[config.mk]
export PLATFORM = sky130hd
export DESIGN_NAME = detector_stream_arbiter
export DESIGN_NICKNAME = d
export VERILOG_FILES = /design/src/rtl/detector_pkg.sv /design/src/rtl/rr_pick.sv /design/src/rtl/detector_stream_arbiter.sv
export SDC_FILE = /design/constraint.sdc
export NUM_CORES = 1
export LEC_CHECK = 0
export ABC_CLOCK_PERIOD_IN_PS = 1900
export CAP_MARGIN = 30
export CORE_ASPECT_RATIO = 0.5
export CORE_UTILIZATION = 38
export DETAILED_ROUTE_END_ITERATION = 10
export GPL_TIMING_DRIVEN = 0
export HOLD_SLACK_MARGIN = 0.03
export PLACE_DENSITY = 0.77
export SETUP_SLACK_MARGIN = 0.2
export SYNTH_ARGS = -nofsm -noshare
export SYNTH_HDL_FRONTEND = slang
export SYNTH_SLANG_ARGS = --single-unit
[constraint.sdc]
create_clock -name clk -period 1.9 [get_ports clk]
set_input_delay 0.38 -clock clk [delete_from_list [all_inputs] [get_ports clk]]
set_output_delay 0.38 -clock clk [all_outputs]
set_load 0.1 [all_outputs]
[src/rtl/detector_pkg.sv]
// detector_pkg: shared constants and arbiter state encoding for the
// symbol-pattern detector slice.
package detector_pkg;

  localparam int unsigned SYM_W_DEFAULT = 5;

  // Symbols the detector matches on
  localparam logic [SYM_W_DEFAULT-1:0] SYM_A = 5'd1;
  localparam logic [SYM_W_DEFAULT-1:0] SYM_C = 5'd3;
  localparam logic [SYM_W_DEFAULT-1:0] SYM_S = 5'd20;

  // Arbiter state encoding, kept numerically identical to the legacy values
  typedef logic [1:0] arb_state_t;
  localparam arb_state_t ST_IDLE   = 2'd0;
  localparam arb_state_t ST_CLEAR  = 2'd1;
  localparam arb_state_t ST_STREAM = 2'd2;

endpackage

[src/rtl/rr_pick.sv]
// rr_pick: combinational round-robin picker. Searches upward from last+1,
// wrapping back to 0, and reports the first requester found.
module rr_pick
  import detector_pkg::*;
#(
  parameter int unsigned N_REQ = 4,
  localparam int unsigned IDW  = (N_REQ > 1) ? $clog2(N_REQ) : 1
) (
  input  logic [N_REQ-1:0] req,
  input  logic [IDW-1:0]   last,
  output logic [IDW-1:0]   gnt_id,
  output logic             any
);

  logic           w_hi_found;
  logic           w_lo_found;
  logic [IDW-1:0] w_hi_id;
  logic [IDW-1:0] w_lo_id;

  // Descending scan: lowest requester above `last` wins, else lowest at/below
  always_comb begin
    w_hi_found = 1'b0;
    w_lo_found = 1'b0;
    w_hi_id    = '0;
    w_lo_id    = '0;
    for (int unsigned i = N_REQ; i > 0; i--) begin
      if (req[IDW'(i - 32'd1)]) begin
        if (IDW'(i - 32'd1) > last) begin
          w_hi_found = 1'b1;
          w_hi_id    = IDW'(i - 32'd1);
        end else begin
          w_lo_found = 1'b1;
          w_lo_id    = IDW'(i - 32'd1);
        end
      end
    end
    gnt_id = w_hi_found ? w_hi_id : w_lo_id;
    any    = w_hi_found | w_lo_found;
  end

endmodule

[src/rtl/detector_stream_arbiter.sv]
// detector_stream_arbiter: word-level round-robin arbiter sharing one
// symbol-pattern detector among N_REQ valid/ready symbol sources. The grant
// is held for a whole word and the detector is cleared before each word.
// Optional stall timeout enabled with `define ARB_TIMEOUT_EN.
module detector_stream_arbiter
  import detector_pkg::*;
#(
  parameter int unsigned N_REQ   = 4,
  parameter int unsigned SYM_W   = SYM_W_DEFAULT,
  parameter int unsigned TIMEOUT = 16
) (
  input  logic                      clk,
  input  logic                      reset,
  input  logic [N_REQ-1:0]          req_valid,
  input  logic [N_REQ*SYM_W-1:0]    req_sym,
  input  logic [N_REQ-1:0]          req_last,
  output logic [N_REQ-1:0]          req_ready,
  output logic [SYM_W-1:0]          det_sym,
  output logic                      det_valid,
  input  logic                      det_ready,
  output logic                      det_clear,
  output logic [$clog2(N_REQ)-1:0]  grant_id,
  output logic                      busy,
  output logic [15:0]               pkt_count
`ifdef ARB_TIMEOUT_EN
  ,
  output logic                      timeout_flag
`endif
);

  localparam int unsigned IDW = $clog2(N_REQ);

  if (N_REQ < 2 || N_REQ > 8 || SYM_W < 1 || TIMEOUT < 1) begin : g_cfg_check
    $error("detector_stream_arbiter: unsupported parameter set");
  end

  arb_state_t     r_state;
  logic [IDW-1:0] r_grant;
  logic [IDW-1:0] r_last;
  logic [15:0]    r_pkt;

  logic [IDW-1:0] w_pick;
  logic           w_any;
  logic           w_in_stream;
  logic           w_own_valid;
  logic           w_xfer;
  logic           w_done;
  logic           w_abort_clear;
  logic [SYM_W-1:0] w_syms [N_REQ];

  for (genvar gi = 0; gi < N_REQ; gi++) begin : g_unpack
    assign w_syms[gi] = req_sym[gi*SYM_W +: SYM_W];
  end

  rr_pick #(.N_REQ(N_REQ)) u_rr_pick (
    .req    (req_valid),
    .last   (r_last),
    .gnt_id (w_pick),
    .any    (w_any)
  );

  assign w_in_stream = (r_state == ST_STREAM);
  assign w_own_valid = req_valid[r_grant];
  assign w_xfer      = w_in_stream & w_own_valid & det_ready;
  assign w_done      = w_xfer & req_last[r_grant];

`ifdef ARB_TIMEOUT_EN
  localparam int unsigned CNT_W = $clog2(TIMEOUT + 1);

  logic [CNT_W-1:0] r_stall;
  logic             r_abort;
  logic             r_to_flag;
  logic             w_timeout;

  // Only owner-idle cycles with the detector ready count toward the limit
  assign w_timeout = w_in_stream & ~w_own_valid & det_ready &
                     (r_stall == CNT_W'(TIMEOUT - 1));

  // Stall counter, one-cycle abort clear pulse and sticky timeout flag
  always_ff @(posedge clk or posedge reset) begin
    if (reset) begin
      r_stall   <= '0;
      r_abort   <= 1'b0;
      r_to_flag <= 1'b0;
    end else begin
      r_abort <= w_timeout;
      if (w_timeout) begin
        r_to_flag <= 1'b1;
      end
      if (!w_in_stream || w_xfer || w_timeout) begin
        r_stall <= '0;
      end else if (!w_own_valid && det_ready) begin
        r_stall <= r_stall + 1'b1;
      end
    end
  end

  assign w_abort_clear = r_abort;
  assign timeout_flag  = r_to_flag;
`else
  assign w_abort_clear = 1'b0;
`endif

  // Arbitration FSM: grant in IDLE, clear detector, stream until last
  always_ff @(posedge clk or posedge reset) begin
    if (reset) begin
      r_state <= ST_IDLE;
      r_grant <= '0;
      r_last  <= IDW'(N_REQ - 1);
      r_pkt   <= '0;
    end else begin
      case (r_state)
        ST_IDLE: begin
          if (w_any) begin
            r_grant <= w_pick;
            r_state <= ST_CLEAR;
          end
        end
        ST_CLEAR: r_state <= ST_STREAM;
        ST_STREAM: begin
          if (w_done) begin
            r_last  <= r_grant;
            r_pkt   <= r_pkt + 16'd1;
            r_state <= ST_IDLE;
          end
`ifdef ARB_TIMEOUT_EN
          else if (w_timeout) begin
            r_last  <= r_grant;
            r_state <= ST_IDLE;
          end
`endif
        end
        default: r_state <= ST_IDLE;
      endcase
    end
  end

  // Pass the owner's stream through to the detector while streaming
  always_comb begin
    req_ready = '0;
    det_valid = 1'b0;
    det_sym   = '0;
    if (w_in_stream) begin
      det_valid          = w_own_valid;
      det_sym            = w_syms[r_grant];
      req_ready[r_grant] = det_ready;
    end
  end

  assign det_clear = (r_state == ST_CLEAR) | w_abort_clear;
  assign busy      = (r_state != ST_IDLE);
  assign grant_id  = r_grant;
  assign pkt_count = r_pkt;

endmodule

# == After elaboration in Yosys (flattened, before gate mapping) ==
# Index checks and enable logic that the tools add are counted.
# totals
input_bits,31
out_inout_bits,30
word_cells,76
reg_bits,22
# classes
addsub,1
n_eq_ne,4
magnitude_cmp,7
muxes,48
bitwise,6
reduce_logical,6
# ops
op,n
2-bit 2-to-1 mux,19
1-bit 2-to-1 mux,20
"16-bit by 1-bit adder with 16-bit output, second input constant",1
5-bit 2-to-1 mux,3
5-bit binary-select mux with 2-bit select,1
2-bit one-hot mux with 3 select lines,1
2-bit AND reduction,3
4-bit AND,1
1-bit binary-select mux with 2-bit select,2
"1-bit by 2-bit greater-than comparator with 1-bit output, first input constant",2
"2-bit greater-than comparator, first input constant",2
4-bit 2-to-1 mux,1
"2-bit by 1-bit != test with 1-bit output, second input constant",2
1-bit AND,3
"3-bit >= comparator, second input constant",1
"2-bit by 3-bit less-than comparator with 1-bit output, second input constant",1
2-bit NOT with 3-bit output,1
1-bit demux with 2-bit select,1
"2-bit by 1-bit == test with 1-bit output, second input constant",1
"2-bit == test, second input constant",1
"2-bit by 1-bit >= comparator with 1-bit output, second input constant",1
2-bit logical NOT,1
2-bit nonzero test,1
1-bit logical AND,1
1-bit OR,1

# == Depth between registers and ports, before layout ==
# Gate-level depths: netlist (run 1).
# depth
word_depth,12
mapped_depth,6

# == By module ==
# Synthesis (run 1) repeated with hierarchy kept, for this count alone.
# unflattened
hier_cells,122
hier_area_um2,1350.0
# modules_own_cells
mod,n_inst,cells_per_inst,area_each_um2
detector_stream_arbiter,1,110,1278.7
rr_pick,1,12,71.3

# == Worst setup path before layout (run 1) ==
# OpenSTA, ideal clock, no wires.
# synth_path
kind,register to output
from,register r_grant[1] (netlist: grant_id[1])
to,output port req_ready[2]
path_slack_ns,-2.231
stages_incl_launch_ff,4
required_ns,1.520
path_buffers,2
arrival_ns,3.751
path_cell_list,dfrtp_1 > clkbuf_1 > clkbuf_1 > nor3b_1
# synth_via
elab_chain_cells,6
# synth_rtl
item,line,source
from (decl),detector_stream_arbiter.sv:38,logic [IDW-1:0] r_grant;
from (signal assigned),detector_stream_arbiter.sv:115,r_grant <= w_pick;
2-bit by 3-bit less-than comparator with 1-bit output (not written as such) / 2-bit by 1-bit >= comparator with 1-bit output (equally long branches),detector_stream_arbiter.sv:146,req_ready[r_grant] = det_ready;
1-bit logical AND (not written as such),detector_stream_arbiter.sv:146,
1-bit 2-to-1 mux (not written as such),detector_stream_arbiter.sv:146,
1-bit demux with 2-bit select (*),detector_stream_arbiter.sv:146,
4-bit AND (no line) (*),--,
4-bit 2-to-1 mux (*),detector_stream_arbiter.sv:143,if (w_in_stream) begin
to (decl),detector_stream_arbiter.sv:17,"output logic [N_REQ-1:0] req_ready,"
# Mark *: on every way between the ends. The rest lies on a longest branch, timed or not.

# == Worst setup path in the final report (run 1) ==
# layout_path
from,register r_grant[0] (netlist: grant_id[0])
to,output port det_sym[3]
# layout_via
elab_chain_cells,5
# layout_rtl
item,line,source
2-bit NOT with 3-bit output (not written as such),detector_stream_arbiter.sv:145,det_sym = w_syms[r_grant];
5-bit binary-select mux with 2-bit select,detector_stream_arbiter.sv:145,
5-bit 2-to-1 mux (not written as such) (2 in a row),detector_stream_arbiter.sv:145,
5-bit 2-to-1 mux,detector_stream_arbiter.sv:143,
to (decl),detector_stream_arbiter.sv:18,"output logic [SYM_W-1:0] det_sym,"
# Every way passes these cells. The select of a mux whose other input is x is not followed.

==> out/metrics.csv, run 1 <==
metric;value;unit
slowest_stage;dfrtp_4;
layout.nets;250;
rr_endpoint;pkt_count[15]$_DFFE_PP0P_;
dr_wl_met3;285;microns
synth-seq-area-share;40.1;%
wl_met1;1950;microns
synth_top_area_share;36.3;%
yosysTopAreaCell;dfrtp_1;
grt_overflow;0;
seq_power_share;17.3;%
utilization;81.4;%
crit-reg2reg-launch;grant_id[1]$_DFFE_PP0P_;
root_buffer;clkbuf_8;
core-area;3450;sq um
ys_ff_latch;22;
hp-class;reg2reg;
path_max_fanout;5;
cts_buffer_depth;2;
ant_nets;0;
firstDrtPassIters;4;
timing.critical_path.mode_cell;buf_12;
fin_ws;-153;ps
yosysUniqueCellTypes;38;
numCtsBuffers;3;
worstMarginPinSlew;950;ps
crit_required;1520;ps
report.final.setup_viol;15;
switching_share;49.9;%
globalplace.congestion;0.728;
slew_violations;0;
ys.flop_type;dfrtp_1;
whs;482;ps
finClkSkew;2.81;ps
max-vdd-ir-drop;0.795;mV
worstSetupPathType;reg2out;
routed-wl-met2;2480;microns
stdcell_count;268;
drc;0;
drive_gt1_share;57.6;%
holdPathEnd;pkt_count[7]$_DFFE_PP0P_;
whs_path_depth;1;
initial_core_util;40.0;%
dpl.hpwl;2670;microns
die-area;3890;sq um
grt_antenna_before_repair;0;
fmax;487;MHz
via_per_inst;5.18;
cts.clk_slew.worst_paths;80;ps
min_period;2050;ps
comb_power_share;75.5;%
max-slew-margin-rel;36.9;%
rsz0062_at_grt;yes;
drtIter0Drc;95;
wl_per_cell;17.8;microns
p_leak;1.31;nW
place_inst;235;
num_vias;1388;
end_kind;output port;
ctsHoldBuffers;0;
pre_cts_slack;-1320;ps
die_w;87.2;microns
rows;15;
tritoncts;yes;
synthTopCellsByArea;dfrtp_1, mux4_2, xor2_1, dfstp_2, mux2_2;
syn_area_per_cell;11.0;sq um
p_int;2.15;mW
grt_usage;23.6;%
violations;negative setup slack;
maxCapViolations;0;
grt_pass1_vias;1330;
status;finished, violations left;
highest_layer;met4;
totalWireLength;4770;microns
crit_chain;buf_12 -> mux4_2 -> nor2b_4 -> buf_12;
reg2regPathDepth;6;
syn_area;1380;sq um
cp.arrival;1670;ps
syn_inst;125;
numClockSinks;22;
grt_max_degree;23;
ys_async_sr_fraction;100;%
finalPower;4.28;mW
area_delta_synth_final;104;%
finalCritPeriodShare;108;%
hold_viol;0;
yosys_warnings;0;
grt_pass1_wl;6800;microns
syn-num-nets;157;
p_sw;2.14;mW
powerDensity;1520;nW/um^2
htree_num_levels;1;
reg2reg_slack;-60;ps
synth-edff-count;0;
die_height;44.6;microns
pin_count;61;
num_antenna_cells;0;
startpoint_type;flip-flop;
clkPwrFrac;7.2;%
port_buffers;59;
crit_path_max_incr_delay;510;ps
insertion_delay;270;ps
min-delay-start;pkt_count[7]$_DFFE_PP0P_;
==> how the worst max path moves through the flow <==
stage,startpoint,endpoint,slack (ps)
5_1_grt,grant_id[0]$_DFFE_PP0P_,det_sym[1],-200
6_report,grant_id[0]$_DFFE_PP0P_,det_sym[3],-150
3_5_place_dp,det_ready,req_ready[2],-1320
2_1_floorplan,grant_id[1]$_DFFE_PP0P_,req_ready[2],-300
3_3_place_gp,det_ready,req_ready[2],-1290
4_1_cts,grant_id[0]$_DFFE_PP0P_,det_sym[2],-150
==> cell usage in the layout, fill, tap and decap left out, drive strengths merged, types with 7 or more instances in the layout <==
master / instances
nor2: 7
xor2: 15
clkdlybuf4s50: 18
clkdlybuf4s15: 17
clkbuf: 7
dfrtp: 20
mux4: 7
dlygate4sd2: 12
buf: 45
nand2: 9
nor2b: 7
==> worst max-delay path: cells and delay by family (launching register included) <==
| family | cells | cell delay [ps] |
|---|---|---|
| DFF | 1 | 510 |
| muxes | 1 | 420 |
| buffers and inverters | 2 | 330 |
| and+or+nand+nor | 1 | 150 |
==> Yosys cell counts (3+ instances only) <==
library cell and n:
clkbuf_1 3, dfrtp_1 20, inv_1 4, mux2_2 4, mux4_2 6, nand2_1 8
nand3_1 3, nand4_1 4, nor2_1 7, nor2b_1 7, nor3_1 4, nor3b_1 3
nor4_2 3, nor4b_1 4, xor2_1 15
==> repair_timing <==
item                                    in CTS  in global routing
pin swaps                                   16                 10
endpoints found under the setup margin      49                 32
resized for setup                          190                 13
buffers inserted                            21                  8
==> per-layer routing <==
metal,track usage [%],vias to the layer above
met5,0,-
met4,2.95,0
met3,3.92,6
met2,44.9,52
met1,29.6,694
li1,-,636
==> state kept, by name, summed over array words and instances, names as in the netlist <==
signal / flops
grant_id: 2
pkt_count: 16
r_state: 2
r_last: 2
==> power by group through the flow <==
| stage | combinational, mW | sequential [mW] | clock, mW |
|---|---|---|---|
| finish | 3.23 | 0.741 | 0.307 |
| global route | 3.34 | 0.757 | 0.332 |
| CTS | 2.99 | 0.729 | 0.308 |
| detailed placement | 2.41 | 0.734 | 0 |
| global placement | 2.39 | 0.723 | 0 |
| floorplan | 1.56 | 1.09 | 0 |
==> logic make-up (layout without fill, tap and decap cells) <==
group	after synthesis	in the layout	synth area share, %
AO/OA/AOI/OAI	9	9	4.44
XOR/XNOR	15	15	9.52
adder cells (fa/ha/maj)	1	1	0.906
buffers and inverters	11	103	3.63
flip-flops	22	22	40.1
multiplexers	12	12	15.7
AND/OR/NAND/NOR	55	55	25.7
==> cell type report <==
type	instances	area, sq um
multi-input cells	92	1020
repair buffers	88	993
fillers	194	641
flip-flops and latches	22	576
plain buffers	7	103
well taps	51	63.8
clock buffers	4	45.0
inverters	4	15.0
==> through the flow <==
step / area [sq um] / TNS (ps)
2_1_floorplan: 1620 / -2990
3_3_place_gp: 2270 / -16990
3_5_place_dp: 2270 / -17410
4_1_cts: 2710 / -930
5_1_grt: 2810 / -2120
6_report: 2810 / -1260
Note: power is estimated with default switching activity, not from simulation.
==> inputs of run 2 (changes only) <==
--- a/config.mk
+++ b/config.mk
@@ -12,7 +12,7 @@
 export DETAILED_ROUTE_END_ITERATION = 10
 export GPL_TIMING_DRIVEN = 0
 export HOLD_SLACK_MARGIN = 0.03
-export PLACE_DENSITY = 0.77
+export PLACE_DENSITY = 0.75
 export SETUP_SLACK_MARGIN = 0.2
 export SYNTH_ARGS = -nofsm -noshare
 export SYNTH_HDL_FRONTEND = slang
==> run 2 against run 1 <==
Compared with the run above: the run still ends with negative setup slack left; via count increased by 2.6%; sequential cell count is the same; final cell count increased by 0.75%; global-route usage is 3.0 points higher; utilization grew 2.0 points; maximum frequency decreased by 1.4%; worst hold slack improved by 0.90 ps; sequential power is 0.7% higher; critical path depth unchanged; final area grew 2.4%.
==> out/metrics.csv, run 2 (synthesized netlist as in run 1, its figures left out) <==
metric;value;unit;change
status;finished, violations left;;
violations;negative setup slack;;
cp.arrival;1700;ps;+30 ps
largest_register_ffs;16;;unchanged
via_per_inst;5.27;;+1.8%
drc;0;;unchanged
cts.clk_slew.worst_paths;80;ps;about the same
crit-reg2reg-launch;grant_id[1]$_DFFE_PP0P_;;
numClockSinks;22;;unchanged
whs;482;ps;+0.900 ps
num_antenna_cells;0;;unchanged
htree_num_levels;1;;unchanged
stdcell_count;270;;+0.75%
end_kind;output port;;
drive_gt1_share;58.9;%;+1.3 points
startpoint_type;flip-flop;;
dpl.hpwl;2800;microns;+4.7%
die-area;3890;sq um;unchanged
grt_pass1_wl;7490;microns;+10%
timing.critical_path.mode_cell;buf_12;;
tritoncts;yes;;
insertion_delay;270;ps;about the same
initial_core_util;40.0;%;unchanged
slowest_stage;dfrtp_4;;
area_delta_synth_final;109;%;
firstDrtPassIters;4;;unchanged
ctsHoldBuffers;0;;unchanged
holdPathEnd;pkt_count[6]$_DFFE_PP0P_;;
root_buffer;clkbuf_8;;
hp-class;reg2reg;;
grt_usage;26.6;%;+3.0 points
nFillCells;190;;-2.1%
final_cell_mix;clkdlybuf4s50_1, buf_12, clkdlybuf4s15_2, xor2_1, buf_4;;
globalplace.congestion;0.745;;+2.3%
grt_antenna_before_repair;0;;unchanged
core-area;3450;sq um;unchanged
min-delay-start;pkt_count[6]$_DFFE_PP0P_;;
final_common_cell;clkdlybuf4s50_1;;
crit_required;1520;ps;about the same
max-slew-margin-rel;34.5;%;-2.4 points
grt_max_degree;23;;unchanged
max-vdd-ir-drop;0.715;mV;-10%
powerDensity;1520;nW/um^2;-0.32%
pin_count;61;;unchanged
report.final.setup_viol;20;;+5
crit_chain;buf_12 -> mux4_2 -> nor2b_4 -> buf_12;;
totalWireLength;5410;microns;+13%
place_inst;235;;unchanged
reg2reg_slack;-80;ps;-20 ps
fmax;480;MHz;-1.4%
die_height;44.6;microns;unchanged
finalCritPeriodShare;110;%;+1.5 points
p_leak;1.36;nW;+3.1%
rr_endpoint;pkt_count[11]$_DFFE_PP0P_;;
min_period;2080;ps;+29.3 ps
cts_buffer_depth;2;;unchanged
rows;15;;unchanged
numCtsBuffers;3;;unchanged
crit_path_max_incr_delay;510;ps;about the same
slew_violations;0;;unchanged
worstSetupPathType;reg2out;;
num_vias;1424;;+2.6%
fin_ws;-182;ps;-29.3 ps
drtIter0Drc;33;;-65%
finClkSkew;1.55;ps;-1.25 ps
rsz0062_at_grt;yes;;
whs_path_depth;1;;unchanged
path_max_fanout;6;;+1
wl_per_cell;20.0;microns;+13%
grt_overflow;0;;unchanged
die_w;87.2;microns;unchanged
hold_viol;0;;unchanged
grt_pass1_vias;1419;;+6.7%
maxCapViolations;0;;unchanged
worstMarginPinSlew;987;ps;+36.4 ps
pre_cts_slack;-1310;ps;+13.6 ps
reg2regPathDepth;6;;unchanged
layout.nets;252;;+0.80%
ant_nets;0;;unchanged
port_buffers;59;;unchanged
run 2: per-stage QoR:
stage	util [%]	instance area, sq um	power [mW]	TNS [ps]
detailed placement	65.9	2270	3.15	-17730
floorplan	-	1620	2.66	-2990
global placement	65.9	2270	3.12	-16920
CTS	80.9	2790	4.11	-1060
finish	83.4	2880	4.37	-1470
global route	83.4	2880	4.50	-2400
run 2: critical path, delay by kind of cell (launching register included):
kind | cells | cell delay [ps]
DFF | 1 | 510
and+or+nand+nor | 1 | 160
buffers and inverters | 2 | 330
muxes | 1 | 430
run 2: final cells by class:
class | count | area (sq um) | share of cell area, %
Tap cell | 51 | 63.8 | 2.22
Inverter | 4 | 15.0 | 0.521
Clock buffer | 4 | 45.0 | 1.56
Sequential cell | 22 | 577 | 20.0
Timing Repair Buffer | 90 | 1050 | 36.4
Buffer | 7 | 103 | 3.56
Multi-Input combinational cell | 92 | 1030 | 35.7
run 2: worst max path at each step:
stage                         to  slack (ps)  cells after the start                    start
global route          det_sym[3]        -220                      4  grant_id[0]$_DFFE_PP0P_
global placement    req_ready[2]       -1290                      5                det_ready
detailed placement  req_ready[2]       -1310                      5                det_ready
CTS                   det_sym[3]        -160                      4  grant_id[0]$_DFFE_PP0P_
finish                det_sym[3]        -180                      4  grant_id[0]$_DFFE_PP0P_
floorplan           req_ready[2]        -300                      3  grant_id[1]$_DFFE_PP0P_
run 2: repair_timing:
item / in CTS / in global routing
setup buffers: 22 / 8
pin swaps: 18 / 11
gates cloned: 1 / 0
hold endpoints to repair: 0 / 0
gates resized for setup: 192 / 11
endpoints found under the setup margin: 49 / 33
run 2: power breakdown:
group	switching, mW	internal [mW]
Combinational	1.88	1.42
Sequential	0.142	0.604
Clock	0.168	0.150
Total	2.19	2.18
run 2: metal layers:
layer  global-route usage, %  up-vias  wire length (microns)
li1                        -      643                      -
met1                    30.0      713                   2090
met2                    51.3       52                   2870
met3                    6.16       16                    300
met4                    8.20        0                    149
met5                       0        -                      0
